### src/rtl/vga_timing_pkg.sv
// Shared 640x480@60 timing constants and the sync-decoder state encoding.
// Used by vga_sync_decoder and by vga_display.
package vga_timing_pkg;

  // Horizontal timing in pixel clocks.
  localparam int VGA_H_SYNC    = 96;
  localparam int VGA_H_BACK    = 48;
  localparam int VGA_H_VISIBLE = 640;
  localparam int VGA_H_FRONT   = 16;
  localparam int VGA_H_TOTAL   = VGA_H_SYNC + VGA_H_BACK + VGA_H_VISIBLE + VGA_H_FRONT;
  localparam int VGA_H_START   = VGA_H_SYNC + VGA_H_BACK;

  // Vertical timing in lines.
  localparam int VGA_V_SYNC    = 2;
  localparam int VGA_V_BACK    = 33;
  localparam int VGA_V_VISIBLE = 480;
  localparam int VGA_V_FRONT   = 10;
  localparam int VGA_V_TOTAL   = VGA_V_SYNC + VGA_V_BACK + VGA_V_VISIBLE + VGA_V_FRONT;
  localparam int VGA_V_START   = VGA_V_SYNC + VGA_V_BACK;

  // Lock acquisition states of the sync decoder.
  typedef enum logic [1:0] {
    HUNT,
    HLINE,
    VWAIT,
    LOCKED
  } sync_state_e;

  // True when first <= count < last_excl (bounds one bit wider than count).
  function automatic logic in_window(input logic [9:0]  count,
                                     input logic [10:0] first,
                                     input logic [10:0] last_excl);
    return ({1'b0, count} >= first) && ({1'b0, count} < last_excl);
  endfunction

endpackage

### src/rtl/sync_edge_det.sv
// Registers one active-low sync input and flags its falling edge.
// fall is high in the cycle where the delayed copy is 1 and the live input is 0.
module sync_edge_det (
  input  logic clk25,
  input  logic rst,
  input  logic sync_in,
  output logic fall
);

  logic sync_q;
  logic sync_d;

  // Next value of the delayed sync copy.
  always_comb begin
    sync_d = sync_in;
  end

  // Delay register; idles high so a low input right after reset reads as an edge.
  // NOTE: sequential state uses non-blocking (<=) so every flop samples pre-edge values.
  always_ff @(posedge clk25) begin
    if (rst) sync_q <= 1'b1;
    else     sync_q <= sync_d;
  end

  assign fall = sync_q & ~sync_in;

endmodule

### src/rtl/vga_sync_decoder.sv
// Recovers pixel/line position from incoming hsync/vsync, tracks timing lock
// and flags timing errors while locked.
// Optional feature: define VGA_SYNC_DECODER_ERRCNT_EN to add a saturating
// err_count[7:0] output counting err pulses.
module vga_sync_decoder
  import vga_timing_pkg::*;
#(
  parameter int H_TOTAL   = VGA_H_TOTAL,
  parameter int H_START   = VGA_H_START,
  parameter int H_VISIBLE = VGA_H_VISIBLE,
  parameter int V_TOTAL   = VGA_V_TOTAL,
  parameter int V_START   = VGA_V_START,
  parameter int V_VISIBLE = VGA_V_VISIBLE
) (
  input  logic       clk25,
  input  logic       rst,
  input  logic       hsync,
  input  logic       vsync,
  output logic [9:0] xpos,
  output logic [9:0] ypos,
  output logic       active,
  output logic       locked,
  output logic       frame_start,
  output logic       err
`ifdef VGA_SYNC_DECODER_ERRCNT_EN
  ,
  output logic [7:0] err_count
`endif
);

  localparam logic [9:0]  H_LAST  = 10'(H_TOTAL - 1);
  localparam logic [9:0]  V_LAST  = 10'(V_TOTAL - 1);
  localparam logic [9:0]  CNT_MAX = 10'h3FF;
  localparam logic [9:0]  H_OFF   = 10'(H_START);
  localparam logic [9:0]  V_OFF   = 10'(V_START);
  localparam logic [10:0] H_BEG   = 11'(H_START);
  localparam logic [10:0] H_END   = 11'(H_START + H_VISIBLE);
  localparam logic [10:0] V_BEG   = 11'(V_START);
  localparam logic [10:0] V_END   = 11'(V_START + V_VISIBLE);

  logic        hs_fall, vs_fall;
  logic        vpend_eff, line_end, lock_err;
  sync_state_e state_q, state_d;
  logic [9:0]  hcount_q, hcount_d;
  logic [9:0]  vcount_q, vcount_d;
  logic        vpend_q, vpend_d;
  logic        active_q, active_d;
  logic [9:0]  xpos_q, xpos_d;
  logic [9:0]  ypos_q, ypos_d;
  logic        frame_start_q, frame_start_d;
  logic        err_q, err_d;

  sync_edge_det u_hs_edge (
    .clk25   (clk25),
    .rst     (rst),
    .sync_in (hsync),
    .fall    (hs_fall)
  );

  sync_edge_det u_vs_edge (
    .clk25   (clk25),
    .rst     (rst),
    .sync_in (vsync),
    .fall    (vs_fall)
  );

  // Pixel counter and pending-vsync flag; a vsync edge in the same cycle as
  // an hsync edge is seen by that hsync edge and then cleared.
  always_comb begin
    vpend_eff = vpend_q | vs_fall;
    line_end  = (hcount_q == H_LAST);
    if (hs_fall)                hcount_d = '0;
    else if (hcount_q == CNT_MAX) hcount_d = CNT_MAX;
    else                        hcount_d = hcount_q + 10'd1;
    vpend_d = hs_fall ? 1'b0 : vpend_eff;
  end

  // Lock FSM next state, line counter, frame_start and error detection.
  // NOTE: every output of this block gets a default first so no latch is inferred.
  always_comb begin
    state_d       = state_q;
    vcount_d      = vcount_q;
    frame_start_d = 1'b0;
    err_d         = 1'b0;
    lock_err      = 1'b0;
    unique case (state_q)
      HUNT: begin
        if (hs_fall) state_d = HLINE;
      end
      HLINE: begin
        if (hs_fall && line_end) state_d = VWAIT;
      end
      VWAIT: begin
        if (hs_fall) begin
          if (vpend_eff) begin
            state_d       = LOCKED;
            vcount_d      = '0;
            frame_start_d = 1'b1;
          end else if (!line_end) begin
            state_d = HLINE;
          end
        end
      end
      LOCKED: begin
        lock_err = (hs_fall != line_end)
                 || (hs_fall &&  vpend_eff && (vcount_q != V_LAST))
                 || (hs_fall && !vpend_eff && (vcount_q == V_LAST));
        if (lock_err) begin
          state_d = HUNT;
          err_d   = 1'b1;
        end else if (hs_fall) begin
          vcount_d      = vpend_eff ? 10'd0 : vcount_q + 10'd1;
          frame_start_d = vpend_eff;
        end
      end
      default: state_d = HUNT;
    endcase
  end

  // Visible-window decode from the current counters, presented one clock later.
  always_comb begin
    active_d = (state_q == LOCKED)
             && in_window(hcount_q, H_BEG, H_END)
             && in_window(vcount_q, V_BEG, V_END);
    xpos_d   = active_d ? hcount_q - H_OFF : 10'd0;
    ypos_d   = active_d ? vcount_q - V_OFF : 10'd0;
  end

  // State and output registers with synchronous reset.
  always_ff @(posedge clk25) begin
    if (rst) begin
      state_q       <= HUNT;
      hcount_q      <= '0;
      vcount_q      <= '0;
      vpend_q       <= 1'b0;
      active_q      <= 1'b0;
      xpos_q        <= '0;
      ypos_q        <= '0;
      frame_start_q <= 1'b0;
      err_q         <= 1'b0;
    end else begin
      state_q       <= state_d;
      hcount_q      <= hcount_d;
      vcount_q      <= vcount_d;
      vpend_q       <= vpend_d;
      active_q      <= active_d;
      xpos_q        <= xpos_d;
      ypos_q        <= ypos_d;
      frame_start_q <= frame_start_d;
      err_q         <= err_d;
    end
  end

  assign locked      = (state_q == LOCKED);
  assign active      = active_q;
  assign xpos        = xpos_q;
  assign ypos        = ypos_q;
  assign frame_start = frame_start_q;
  assign err         = err_q;

`ifdef VGA_SYNC_DECODER_ERRCNT_EN
  logic [7:0] err_cnt_q, err_cnt_d;

  // Saturating count of lock errors; advances together with the err pulse.
  always_comb begin
    err_cnt_d = err_cnt_q;
    if (err_d && (err_cnt_q != 8'hFF)) err_cnt_d = err_cnt_q + 8'd1;
  end

  // Error counter register; only reset clears it.
  always_ff @(posedge clk25) begin
    if (rst) err_cnt_q <= '0;
    else     err_cnt_q <= err_cnt_d;
  end

  assign err_count = err_cnt_q;
`endif

endmodule

### config.mk
export PLATFORM = sky130hd
export DESIGN_NAME = vga_sync_decoder
export DESIGN_NICKNAME = d
export VERILOG_FILES = /design/src/rtl/vga_timing_pkg.sv /design/src/rtl/sync_edge_det.sv /design/src/rtl/vga_sync_decoder.sv
export SDC_FILE = /design/constraint.sdc
export NUM_CORES = 1
export LEC_CHECK = 0
export ABC_CLOCK_PERIOD_IN_PS = 3300
export BUFFER_PORTS_ARGS = -buffer_cell sky130_fd_sc_hd__buf_4
export CORE_ASPECT_RATIO = 0.6
export CORE_MARGIN = 2
export CORE_UTILIZATION = 35
export DETAILED_ROUTE_END_ITERATION = 10
export PLACE_DENSITY = 0.61
export SLEW_MARGIN = 10
export SYNTH_ARGS = -nofsm -noshare
export SYNTH_HDL_FRONTEND = slang
export SYNTH_HIERARCHICAL = 1
export SYNTH_SLANG_ARGS = --single-unit
### constraint.sdc
create_clock -name clk25 -period 3.3 [get_ports clk25]
set_input_delay 0.99 -clock clk25 [delete_from_list [all_inputs] [get_ports clk25]]
set_output_delay 0.99 -clock clk25 [all_outputs]
set_load 0.005 [all_outputs]
==> results.yml, run 1 <==
timing:
  final.min_clock_period_ns: 2.48
  rsz0062_at_grt: "false"
  setup_viol: 0
  slew-limit-headroom_pct: 67.8
  hold_viol_final: 0
  post-route-period-util_pct: 75.1
  fmax_mhz: 403
  drv_slew: 0
  fin_hold_ws_ns: 0.502
  finalClockSkew_ns: 0.00588
  worstMarginPinSlew_ns: 0.482
  finalSetupTns_ns: 0
route:
  drtAntennaViolNets: 0
  drt-total-wl_um: 4580
  vias_per_cell: 4.95
  dr_total_vias: 1778
  first_pass_iters: 4
  drc: 0
  wl_per_cell_um: 12.7
  drt_iter0_markers: 116
layout:
  diodes: 0
  drive_above_1_share_pct: 17.5
  fin_area_mm2: 0.00253
  nets: 287
  nFillCells: 630
  syn2layout_area_growth_pct: 16.4
  fin_cells: 359
global_routing:
  grt_use_total_pct: 14.5
  grt_pass1_wl_um: 7870
  globalRoute.totalOverflow: 0
  antenna_found_initial: 0
  grt_max_degree: 22
  grt_pass1_vias: 1563
yosys:
  synthTopCellsByArea: "dfxtp_1, nor2_1, xnor2_1"
  syn_nets: 266
  syn-mean-instance-area_um2: 8.56
  synth.cell_area_mm2: 0.00217
  synthFlopType: "dfxtp_1"
  ys_top_cells_by_count: "dfxtp_1, nor2_1, a21oi_1, nand2_1, inv_1"
  synth_most_common_cell: "dfxtp_1"
  ys_warn_count: 6
  synth_seq_cells: 48
  yosysTopAreaCell: "dfxtp_1"
  ys_seq_area_share_pct: 44.2
  synth_cells: 254
  synth-edff-count: 0
  ys_types: 47
  synth_top_area_share_pct: 44.2
  synthArstFlopShare_pct: 0
clocking:
  cts_tree: "yes"
  clk_root_buffer_cell: "clkbuf_8"
  postCtsSetupBuffers: 0
  numClockSinks: 48
  ctsResizeCount: 0
  htreeDepth: 2
  cts_hold_buf: 0
  path_clk_slew_ns: 0.08
  clock_path_buffers: 2
  clk_latency_ns: 0.30
  cts_buffers: 5
hold_path:
  holdPathEnd: "hcount_q[0]$_SDFF_PP0_"
  hold_start: "hcount_q[0]$_SDFF_PP0_"
  min_path_cells: 1
  hold_path_class: "reg -> reg"
power:
  p_per_area_mw_per_mm2: 386
  p_leak_uw: 0.000987
  peakVddDrop_mv: 0.141
setup_path:
  critical_path_buf_inv_count: 1
  critical_path_class: "reg -> reg"
  slowest_stage: "dfxtp_1"
  worstPathMaxFanout: 11
  worst_r2r_startpoint: "hcount_q[0]$_SDFF_PP0_"
  cp_num_cells: 10
  worstPathCellList: "ha_1 -> and3_1 -> and4_1 -> ha_1 -> nand2_1 -> o2111ai_1 -> a31oi_1 -> buf_4 -> a41oi_1 -> a211oi_2"
  rrSetupSlack_ns: 0.82
  startpoint_type: "flop"
  cp-end-kind: "flop"
  crit_path_max_incr_delay_ns: 0.39
  arrival_ns: 2.70
  crit_family: "simple AND/OR/NAND/NOR gates"
  critical_path_required_ns: 3.52
  path_common_cell: "ha_1"
  r2r_end: "vcount_q[3]$_SDFFE_PP0P_"
  rr_worst_depth: 10
run:
  maxCapViolCount: 0
die:
  io-pin-count: 28
  die_w_um: 106
  die_h_um: 65.0
  die_area_mm2: 0.00688
  start_util_pct: 35.9
  core_mm2: 0.00606
  fp-row-count: 22
place:
  place.gp.congestion: 0.828
  placed_area_mm2: 0.00244
  port_buffers: 27
  dp_hpwl_um: 3340
  dp.cells: 352
run_status:
  outcome: "completed"
-- stage by stage --
stage	worst slack (ns)	power, uW	util, %
4_1_cts	0.828	992	41.8
5_1_grt	0.576	1030	41.8
3_3_place_gp	0.660	637	40.2
3_5_place_dp	0.605	637	40.2
6_report	0.821	977	41.8
2_1_floorplan	0.700	627	-
-- kinds of logic (layout without fill, tap and decap cells) --
group	after synthesis	count (layout)	share of synthesized area (%)
AOI/OAI and AO/OA	50	50	15.7
DFF	48	48	44.2
adders and majority gates	8	8	4.61
xor gates and xnor gates	14	14	5.64
and+or+nand+nor	104	104	24.4
buffers and inverters	30	51	5.47
-- registers in the layout, indices dropped and copies added, names as in the netlist --
signal,count
frame_start,1
active,1
ypos,10
u_hs_edge/sync_q,1
u_vs_edge/sync_q,1
err,1
hcount_q,10
vpend_q,1
xpos,10
state_q,2
vcount_q,10
-- worst max-delay path by stage --
stage | to | slack [ns] | startpoint
after global placement | vcount_q[3]$_SDFFE_PP0P_ | 0.66 | hsync
after global routing | vcount_q[3]$_SDFFE_PP0P_ | 0.58 | hcount_q[0]$_SDFF_PP0_
after CTS | vcount_q[3]$_SDFFE_PP0P_ | 0.83 | hcount_q[0]$_SDFF_PP0_
after floorplan | vcount_q[4]$_SDFFE_PP0P_ | 0.70 | hsync
final | vcount_q[3]$_SDFFE_PP0P_ | 0.82 | hcount_q[0]$_SDFF_PP0_
after detailed placement | vcount_q[3]$_SDFFE_PP0P_ | 0.60 | hsync
-- per-layer routing --
layer,vias to the layer above,share of wire (%),global-route usage (%)
met4,0,0.87,3.78
met2,72,34,18.0
met5,-,0,0
met1,783,56,23.2
li1,919,-,-
met3,4,8.9,4.12
-- power breakdown --
part           switching [uW]  total, uW  internal (uW)
logic                    22.9       35.9           13.0
clock network             187        354            167
registers                4.26        588            583
-- placed cells by master, fill, tap and decap left out, drive strengths merged, types with 3 or more instances in the layout --
cell type and count:
a21oi 21, a311oi 6, a31oi 4, and3 5, and4 3, buf 30, clkbuf 6, dfxtp 48
ha 8, inv 14, nand2 20, nand2b 3, nand3 7, nand4 3, nor2 37, nor3 10
o21ai 5, or2 4, xnor2 12
-- layout make-up --
cell class | count | area, um^2 | area share, %
clock buffer | 6 | 82.6 | 3.27
clock inverter | 1 | 8.76 | 0.346
inverter | 14 | 52.6 | 2.08
multi-input combinational | 176 | 1090 | 43.2
sequential | 48 | 961 | 38.0
tap | 84 | 105 | 4.16
timing repair buffer | 30 | 225 | 8.91
Power figures use the tool's default switching activity.
==> run 2, diff against run 1 <==
- ABC_CLOCK_PERIOD_IN_PS: 3300 -> 2200
- PLACE_DENSITY: 0.61 -> 0.63
- clock period: 3.3 -> 2.2 ns (I/O delays scaled with it)
==> run 2 against run 1 <==
Net effect: utilization rose by 5.8 points; critical path type unchanged; sequential power rose by 50%; routed wire length rose by 14%; design area is 14% higher; clock skew rose by 0.0019 ns; highest routed layer unchanged.
==> results.yml, run 2 (same netlist as run 1, synthesis figures left out) <==
die:
  die_w_um: 106
  fp-row-count: 22
  core_mm2: 0.00606
  die_area_mm2: 0.00688
  start_util_pct: 35.9
  die_h_um: 65.0
  io-pin-count: 28
timing:
  fmax_mhz: 481
  hold_viol_final: 0
  finalClockSkew_ns: 0.00776
  drv_slew: 0
  rsz0062_at_grt: "false"
  slew-limit-headroom_pct: 67.3
  final.min_clock_period_ns: 2.08
  worstMarginPinSlew_ns: 0.486
  setup_viol: 0
  post-route-period-util_pct: 94.4
route:
  dr_wl_met3_um: 388
  drt-total-wl_um: 5210
  first_pass_iters: 4
  wl_met2_um: 1960
  wl_per_cell_um: 13.2
  vias_per_cell: 4.90
  drt-met1-wl_um: 2830
  drc: 0
  drt_iter0_markers: 101
  routed.top_layer: "met4"
  dr_total_vias: 1941
  drtAntennaViolNets: 0
global_routing:
  grt_max_degree: 22
  grt_use_total_pct: 15.9
  grt_pass1_vias: 1785
  grt_pass1_wl_um: 8520
  globalRoute.totalOverflow: 0
  antenna_found_initial: 0
setup_path:
  critical_path_required_ns: 2.42
  worstPathMaxFanout: 21
  crit_family: "simple AND/OR/NAND/NOR gates"
  rr_worst_depth: 7
  cp-end-kind: "flop"
  worst_r2r_startpoint: "vcount_q[0]$_SDFFE_PP0P_"
  critical_path_buf_inv_count: 2
  r2r_end: "ypos[5]$_SDFF_PP0_"
  crit_path_max_incr_delay_ns: 0.48
  slowest_stage: "or4_1"
  arrival_ns: 2.29
  rrSetupSlack_ns: 0.12
  startpoint_type: "flop"
  worstPathCellList: "buf_4 -> ha_1 -> or4_1 -> o32ai_1 -> nand4_1 -> buf_12 -> nor3_1"
  critical_path_class: "reg -> reg"
clocking:
  htreeDepth: 2
  numClockSinks: 48
  clock_path_buffers: 2
  clk_root_buffer_cell: "clkbuf_8"
  path_clk_slew_ns: 0.09
  cts_hold_buf: 0
  cts_buffers: 5
  clk_latency_ns: 0.30
  cts_tree: "yes"
layout:
  layout_commonest_cell: "buf_4"
  drive_above_1_share_pct: 29.8
  post-route-util_pct: 47.5
  nets: 323
  fin_area_mm2: 0.00288
  syn2layout_area_growth_pct: 32.4
  multi_input_area_mm2: 0.00115
  diodes: 0
  seq_area_um2: 963
  final_cell_mix: "buf_4, dfxtp_1, nor2_1"
  nFillCells: 596
run:
  maxCapViolCount: 0
hold_path:
  min_path_cells: 2
  hold_start: "hcount_q[0]$_SDFF_PP0_"
  holdPathEnd: "hcount_q[0]$_SDFF_PP0_"
  hold_path_class: "reg -> reg"
power:
  p_per_area_mw_per_mm2: 523
  power.total_uw: 1500
  p_leak_uw: 0.00118
  peakVddDrop_mv: 0.285
place:
  place.gp.congestion: 0.804
  placed_area_mm2: 0.00271
  port_buffers: 27
  dp_hpwl_um: 3800
run_status:
  outcome: "completed"
run 2: cell types whose count changed in the layout (fill, tap and decap cells not counted), sizes merged:
cell / before / now
clkbuf: 6 / 7
clkinv: 1 / 0
clkinvlp: 0 / 1
buf: 30 / 66
run 2: per-layer routing:
layer,global-route usage (%),vias to the layer above
met4,5.26,0
met3,5.33,4
li1,-,991
met1,23.4,894
met5,0,-
met2,21.5,52
run 2: worst min-delay path, delay by kind of cell, from the launching register on:
kind / cells / cell delay, ns
DFF: 1 / 0.34
buffers and inverters: 1 / 0.11
AOI/OAI and AO/OA: 1 / 0.05
run 2: repair_timing:
action / in CTS / in global routing
gates resized for setup: 4 / 8
pin swaps: 1 / 1
setup endpoints to repair: 10 / 10
setup buffers: 2 / 0
run 2: power breakdown:
part,leakage (uW),internal [uW],total (uW),switching [uW]
combinational,0.000744,31.8,74.8,42.9
sequential,0.000389,876,882,6.04
clock,0.0000445,256,548,292
total,0.00118,1160,1500,341
run 2: area by class of cell:
class / instances / area share [%]
clock buffers: 7 / 3.00
well taps: 84 / 3.65
multi-input cells: 176 / 40.0
clock inverters: 1 / 0.261
inverters: 14 / 1.83
flip-flops and latches: 48 / 33.5
repair buffers: 66 / 17.8
run 2: worst max path at each step:
stage,startpoint,to,slack (ns),cells after the start
4_1_cts,hcount_q[1]$_SDFF_PP0_,vcount_q[0]$_SDFFE_PP0P_,0.07,10
5_1_grt,vcount_q[0]$_SDFFE_PP0P_,xpos[7]$_SDFF_PP0_,0.01,7
6_report,vcount_q[0]$_SDFFE_PP0P_,ypos[5]$_SDFF_PP0_,0.12,7
3_5_place_dp,hsync,vcount_q[0]$_SDFFE_PP0P_,-0.15,9
3_3_place_gp,hsync,vcount_q[4]$_SDFFE_PP0P_,-0.14,6
2_1_floorplan,hsync,vcount_q[4]$_SDFFE_PP0P_,0.04,5
run 2: per-stage QoR:
| stage | TNS (ns) | std cells | setup slack, ns | hold WS, ns |
|---|---|---|---|---|
| floorplan | 0 | 254 | 0.0363 | 0.451 |
| global placement | -0.916 | 386 | -0.141 | 0.534 |
| detailed placement | -1.17 | 386 | -0.146 | 0.554 |
| CTS | 0 | 396 | 0.0675 | 0.545 |
| global route | 0 | 396 | 0.0132 | 0.554 |
| finish | 0 | 396 | 0.122 | 0.539 |
==> run 3, diff against run 2 <==
- ABC_AREA: not set -> 1
- GPL_ROUTABILITY_DRIVEN: not set -> 0
- PLACE_DENSITY: 0.63 -> 0.62
- SKIP_CTS_REPAIR_TIMING: not set -> 1
==> run 3 against run 2 <==
Net effect: synthesized cell count grew 32%; design area grew 3.1%; critical path type unchanged; die area grew 12%; register-to-register slack gained 0.13 ns; first-iteration DRC count grew 82%; combinational power grew 120%.
==> results.yml, run 3 <==
timing:
  slew-limit-headroom_pct: 69.5
  post-route-period-util_pct: 88.3
  rsz0062_at_grt: "false"
  timing.final.ws_setup_ns: 0.256
  final.min_clock_period_ns: 1.94
  fin_hold_ws_ns: 0.480
  fmax_mhz: 515
  finalSetupTns_ns: 0
  setup_viol: 0
  finalClockSkew_ns: 0.00546
  drv_slew: 0
  worstMarginPinSlew_ns: 0.457
  hold_viol_final: 0
route:
  drtAntennaViolNets: 0
  drc: 0
  vias_per_cell: 4.73
  drt-total-wl_um: 5620
  drt_iter0_markers: 184
  wl_per_cell_um: 12.1
  dr_total_vias: 2200
  first_pass_iters: 4
place:
  dp_hpwl_um: 4310
  placed_area_mm2: 0.00281
  post-place-ws_ns: 0.123
  port_buffers: 27
yosys:
  syn-mean-instance-area_um2: 7.28
  syn_nets: 347
  synth_most_common_cell: "nand2_1"
  ys_warn_count: 6
  synth_top_area_share_pct: 39.4
  synthArstFlopShare_pct: 0
  ys_top_cells_by_count: "nand2_1, dfxtp_1, nor2_1"
  synth_cells: 335
  synthFlopType: "dfxtp_1"
  yosysTopAreaCell: "dfxtp_1"
  synth.cell_area_mm2: 0.00244
  ys_seq_area_share_pct: 39.4
  ys_types: 31
  synthTopCellsByArea: "dfxtp_1, nand2_1, nand3_1"
  synth-edff-count: 0
  synth_seq_cells: 48
clocking:
  cts_tree: "yes"
  clk_root_buffer_cell: "clkbuf_16"
  numClockSinks: 48
  path_clk_slew_ns: 0.07
  cts_buffers: 5
  clk_latency_ns: 0.29
  htreeDepth: 2
  clock_path_buffers: 2
global_routing:
  grt_max_degree: 20
  use_met2_pct: 21.1
  globalRoute.totalOverflow: 0
  gr-usage-met3_pct: 3.50
  grt_util_met1_pct: 24.7
  grt_busiest_layer: "met1"
  grt_pass1_wl_um: 9610
  grt_pass1_vias: 1949
  antenna_found_initial: 0
  grt_use_total_pct: 16.1
die:
  core_mm2: 0.00671
  fp-row-count: 23
  die_area_mm2: 0.00768
  die_h_um: 68.7
  die_w_um: 112
  start_util_pct: 36.4
  io-pin-count: 28
power:
  p_leak_uw: 0.00136
  peakVddDrop_mv: 0.305
  p_per_area_mw_per_mm2: 629
  power.total_uw: 1870
setup_path:
  startpoint_type: "flop"
  critical_path_class: "reg -> reg"
  worstPathMaxFanout: 14
  cp-end-kind: "flop"
  critical_path_required_ns: 2.38
  arrival_ns: 2.13
  rrSetupSlack_ns: 0.26
layout:
  seq_area_um2: 961
  multi_input_area_mm2: 0.00123
  diodes: 0
  drive_above_1_share_pct: 23.3
  final_cell_mix: "nand2_1, dfxtp_1, nor2_1"
  nets: 389
  syn2layout_area_growth_pct: 21.6
  layout_commonest_cell: "nand2_1"
  nFillCells: 683
  fin_area_mm2: 0.00297
hold_path:
  hold_path_class: "reg -> reg"
run_status:
  outcome: "completed"
run:
  maxCapViolCount: 0
[run 3: cell types whose count changed after synthesis, sizes merged, moves of 4 or more]
cell / change
a21oi: +6
and3: -5
nand3: +32
inv: +30
nand2: +51
xnor2: -10
nor2: +17
buf: +4
a311oi: -6
xor2: +5
clkbuf: -13
[run 3: power breakdown]
part	internal, uW	switching, uW
sequential	888	24.7
combinational	62.2	105
clock	452	335
total	1400	464
[run 3: area by class of cell]
type	instances	area share, %
Timing Repair Buffer	42	11.1
Clock inverter	2	0.506
Multi-Input combinational cell	233	41.6
Sequential cell	48	32.4
Tap cell	87	3.67
Inverter	47	6.12
Clock buffer	6	4.68
[run 3: cells by family after synthesis]
kind of cell | after synthesis | synth area share (%)
simple gates | 178 | 34.3
buf+inv | 54 | 10.1
fa+ha+maj | 8 | 4.10
compound gates | 38 | 8.92
flops | 48 | 39.4
xor+xnor | 9 | 3.23
[run 3: layer usage]
| layer | up-vias | routed length [um] |
|---|---|---|
| li1 | 1147 | - |
| met5 | - | 0 |
| met4 | 0 | 91 |
| met1 | 980 | 3000 |
| met3 | 8 | 502 |
| met2 | 65 | 2020 |
[run 3: metrics by stage]
| stage | utilization [%] | cells |
|---|---|---|
| after floorplan | - | 335 |
| after global placement | 41.9 | 457 |
| after detailed placement | 41.9 | 457 |
| after CTS | 44.2 | 465 |
| after global routing | 44.2 | 465 |
| final | 44.2 | 465 |
[run 3: worst paths after layout]
kind,from,endpoint,depth (start not counted)
worst min-delay path,hcount_q[1]$_SDFF_PP0_,xpos[1]$_SDFF_PP0_,2
worst min register to register,hcount_q[1]$_SDFF_PP0_,xpos[1]$_SDFF_PP0_,2
worst max-delay path,hcount_q[4]$_SDFF_PP0_,ypos[2]$_SDFF_PP0_,11
worst max register to register,hcount_q[4]$_SDFF_PP0_,ypos[2]$_SDFF_PP0_,11
[run 3: worst max-delay path, cell delays in order, from the launching register on]
cell and delay, ns:
dfxtp_1 0.32, buf_4 0.16, inv_1 0.09, ha_1 0.19, nand2_2 0.09, nand2_1 0.08
nand3_1 0.10, a31oi_1 0.23, nor2_2 0.07, nand2_2 0.26, buf_4 0.22, nor2_2 0.03
